## src/rtl/latch_write_arbiter.sv

```systemverilog
// latch_write_arbiter: round-robin arbiter sequencing writes into a shared Dlatch bank
// with setup, a one-cycle transparent window, and a checked hold phase.
module latch_write_arbiter #(
  parameter int WIDTH     = 32,
  parameter int N         = 4,
  parameter int SETUP_CYC = 1
) (
  input  logic                 clk,
  input  logic                 reset,
  input  logic [N-1:0]         req,
  input  logic [N*WIDTH-1:0]   wdata,
  output logic [N-1:0]         ack,
  output logic                 latch_en,
  output logic [WIDTH-1:0]     latch_d,
  input  logic [WIDTH-1:0]     latch_q,
  output logic [$clog2(N)-1:0] grant_id,
  output logic                 busy,
  output logic                 err
);
  localparam int IW = $clog2(N);
  typedef enum logic [1:0] {IDLE, SETUP, OPEN, HOLD} state_t;
  state_t state;
  logic [IW-1:0] last, sel;
  logic [2:0] cnt;
  // Descending scan so the nearest requester after last overwrites the others.
  always_comb begin
    sel = last;
    for (int k = N; k >= 1; k--)
      if (req[(int'(last) + k) % N]) sel = IW'((int'(last) + k) % N);
  end
  always_ff @(posedge clk or negedge reset) begin
    if (!reset) begin
      state    <= IDLE;
      latch_en <= 1'b0;
      latch_d  <= '0;
      ack      <= '0;
      grant_id <= '0;
      busy     <= 1'b0;
      err      <= 1'b0;
      cnt      <= '0;
      last     <= IW'(N - 1);
    end else begin
      case (state)
        IDLE: if (|req) begin
          grant_id <= sel;
          latch_d  <= wdata[int'(sel)*WIDTH +: WIDTH];
          cnt      <= 3'(SETUP_CYC - 1);
          busy     <= 1'b1;
          state    <= SETUP;
        end
        SETUP: if (cnt == '0) begin
          latch_en <= 1'b1;
          state    <= OPEN;
        end else cnt <= cnt - 3'd1;
        OPEN: begin
          latch_en <= 1'b0;
          ack      <= {{(N-1){1'b0}}, 1'b1} << grant_id;
          state    <= HOLD;
        end
        HOLD: begin
          ack   <= '0;
          err   <= err | (latch_q != latch_d);
          last  <= grant_id;
          busy  <= 1'b0;
          state <= IDLE;
        end
        default: state <= IDLE;
      endcase
    end
  end
endmodule

```

## config.mk

```make
export PLATFORM = sky130hd
export DESIGN_NAME = latch_write_arbiter
export DESIGN_NICKNAME = d
export VERILOG_FILES = /design/src/rtl/latch_write_arbiter.sv
export SDC_FILE = /design/constraint.sdc
export NUM_CORES = 1
export LEC_CHECK = 0
export CORE_MARGIN = 3
export CORE_UTILIZATION = 35
export CTS_CLUSTER_SIZE = 20
export DETAILED_ROUTE_END_ITERATION = 10
export DONT_BUFFER_PORTS = 1
export PLACE_DENSITY_LB_ADDON = 0.08
export SLEW_MARGIN = 20
export SYNTH_ARGS = -nofsm -noshare
export SYNTH_HDL_FRONTEND = slang
export SYNTH_SLANG_ARGS = --single-unit
```

## constraint.sdc

```tcl
create_clock -name clk -period 4.4 [get_ports clk]
set_input_delay 1.1 -clock clk [delete_from_list [all_inputs] [get_ports clk]]
set_output_delay 1.1 -clock clk [all_outputs]
set_load 0.1 [all_outputs]
```

==> flow_summary.ini <==
[global_routing]
grt_pass1_wl_um = 17300
grt_pass1_vias = 2893
antenna_found_initial = 0
overflow = 0
grt_use_total = 0.203
grt_max_degree = 49

[setup_path]
critPathMaxFanout = 33
r2r-start = state[0]
start_kind = input port
end_kind = register
crit_arrival_ns = 3.20
ff2ff_setup_slack_ns = 1.49
cp.required_ns = 4.60
crit_family = simple AND/OR/NAND/NOR gates
r2r_end = latch_d[2]
r2r_cells = 6
crit_type = input port to register
cp.buffers_inverters = 0
path_cells = or3b_1, and3_2, mux2i_1, a211oi_1
path_depth = 4
slowest_delay_ns = 1.04
slowest_stage = and3_2

[cts]
holdBufCountCts = 0
cts_tree = built
clockBufferDepth = 2
htree_levels = 2
postCtsSetupBuffers = 0
clk_pin_slew_ns = 0.10
cts-buffers-inserted = 5
post_cts_resize_count = 0
clkSinkCount = 48
cts-root-buf = clkbuf_8
clk_latency_ns = 0.30

[sta]
setup_viol = 0
fmax_mhz = 334
maxSlewViolCount = 0
setup_tns_ns = 0
post-route-period-util = 0.681
slew_headroom = 0.271
grt_setup_unrepaired = no
tightest_slew_ns = 1.09
clock_skew_ns = 0.00983
period_minus_slack_ns = 3.00
postLayoutSetupSlackWorst_ns = 1.40
hold_viol = 0

[placement]
pre_cts_ws_ns = 1.06
hpwl_um = 8320
dp_cells = 492
port-buffer-count = 0
gp_congestion = 0.785

[synthesis]
ys_types = 35
avgSynthCellArea_um2 = 8.82
yosys-top-cells-area = dfrtp_1 (34%), a211oi_1 (14%), mux2i_1 (9.6%), xor2_1 (8.2%), nor3_1 (4.7%)
synth_top_area_share = 0.336
yosys-top-cells-count = a211oi_1 (64), dfrtp_1 (46), nand2_1 (38), nor2_1 (38), mux2i_1 (33)
syn_inst = 388
synth_edf_count = 0
async_flop_share = 1.00
synth_fp_nets = 561
ys_seq_area_frac = 0.352
ys.flop_type = dfrtp_1
synth_area_um2 = 3420
yosysMostFrequentCell = a211oi_1
synth_largest_area_cell = dfrtp_1
ys_ff_latch = 48
yosys_warnings = 0

[power]
p_leak_nw = 1.44
ir_worst_vdd_mv = 0.323
powerDensity_nw_per_um2 = 1060

[drt]
drt_pre_antenna_iters = 4
ant_nets = 0
drt-wirelength-per-cell_um = 23.0
drt_iter0_drc = 141
drc = 0
via_per_inst = 5.76
vias = 2882
routed_wirelength_um = 11500

[layout]
ff_latch_area_um2 = 1200
diodes = 0
drive_gt1_frac = 0.0620
multi_input_area_um2 = 2050
layout.cells.non_filler = 500
fillers = 986
nets = 543
syn_to_final_growth_pct = 4.57

[flow_run]
drv_cap = 0

[die]
io-pin-count = 207
start_util = 0.365
core_area_um2 = 9370
die_height_um = 105
dieArea_um2 = 11000
num_rows = 35
die_x_um = 105

[status]
status = finished, final reports clean

[min_path]
hold_class = input port to async pin
worst max path at each step:
stage	from	endpoint	slack [ns]
finish	req[2]	latch_d[11]	1.40
detailed placement	req[2]	latch_d[8]	1.06
global route	state[0]	latch_d[8]	1.18
global placement	req[2]	latch_d[23]	1.09
floorplan	req[2]	latch_d[10]	1.97
CTS	req[2]	latch_d[11]	1.38
layer usage:
layer  track usage  part of all wire  vias to the layer above
li1              -                 -                     1371
met1         0.266              0.41                     1364
met2         0.340              0.50                      138
met3        0.0500             0.078                        9
met4        0.0412             0.013                        0
met5             0                 0                        -
area by class of cell:
type,count,area share
clock buffer,5,0.0192
clock inverter,3,0.0119
inverter,5,0.00524
multi-input combinational,305,0.572
sequential,48,0.336
tap,129,0.0451
timing repair buffer,5,0.0105
layout by cell type, fill, tap and decap left out, types with 2 or more instances in the layout:
master	n
a211oi_1	64
nand4_1	2
o21ai_0	11
dfstp_2	2
buf_4	5
nand3_1	4
nand3b_1	2
nor3_1	32
clkbuf_8	5
mux2i_1	33
and2_1	2
a21oi_1	6
nand2_1	38
nor2_1	38
mux2_2	2
xor2_1	32
nor4_1	8
a22o_1	3
nand2b_1	6
o21a_1	2
ha_1	7
dfrtp_1	46
nor2b_1	3
inv_1	5
worst reg2reg max path, delay by kind of cell, from the launching register on:
family | cells | cell delay [ns]
AO/OA/AOI/OAI | 1 | 0.09
adder cells (fa/ha/maj) | 1 | 0.23
buffers and inverters | 2 | 0.43
flip-flops | 1 | 0.41
AND/OR/NAND/NOR | 2 | 1.63
stage by stage:
step                      hold slack (ns)  total power [mW]   util  instance area (um^2)
after global routing                0.453              4.01  0.382                  3580
final                               0.477              3.79  0.382                  3580
after detailed placement            0.492              3.49  0.370                  3470
after floorplan                     0.473              3.16      -                  3420
after global placement              0.490              3.47  0.370                  3470
after CTS                           0.462              3.83  0.382                  3580
cell families after synthesis:
group / Yosys count / synth area share
simple gates: 139 / 0.189
fa+ha+maj: 7 / 0.0256
buf+inv: 35 / 0.0563
xor+xnor: 32 / 0.0819
compound gates: 92 / 0.193
flops: 48 / 0.352
mux: 35 / 0.103
state kept, by name (all words and copies together) (netlist names):
name / cells
latch_d: 32
latch_en: 1
state: 2
grant_id: 2
busy: 1
ack: 4
cnt: 3
last: 2
err: 1
report_power, final:
| group | switching [mW] | internal, mW | leakage, nW |
|---|---|---|---|
| Sequential | 1.58 | 0.623 | 0.549 |
| Clock | 0.163 | 0.169 | 0.0541 |
| Combinational | 0.753 | 0.504 | 0.834 |
Note: power is estimated with default switching activity, not from simulation.
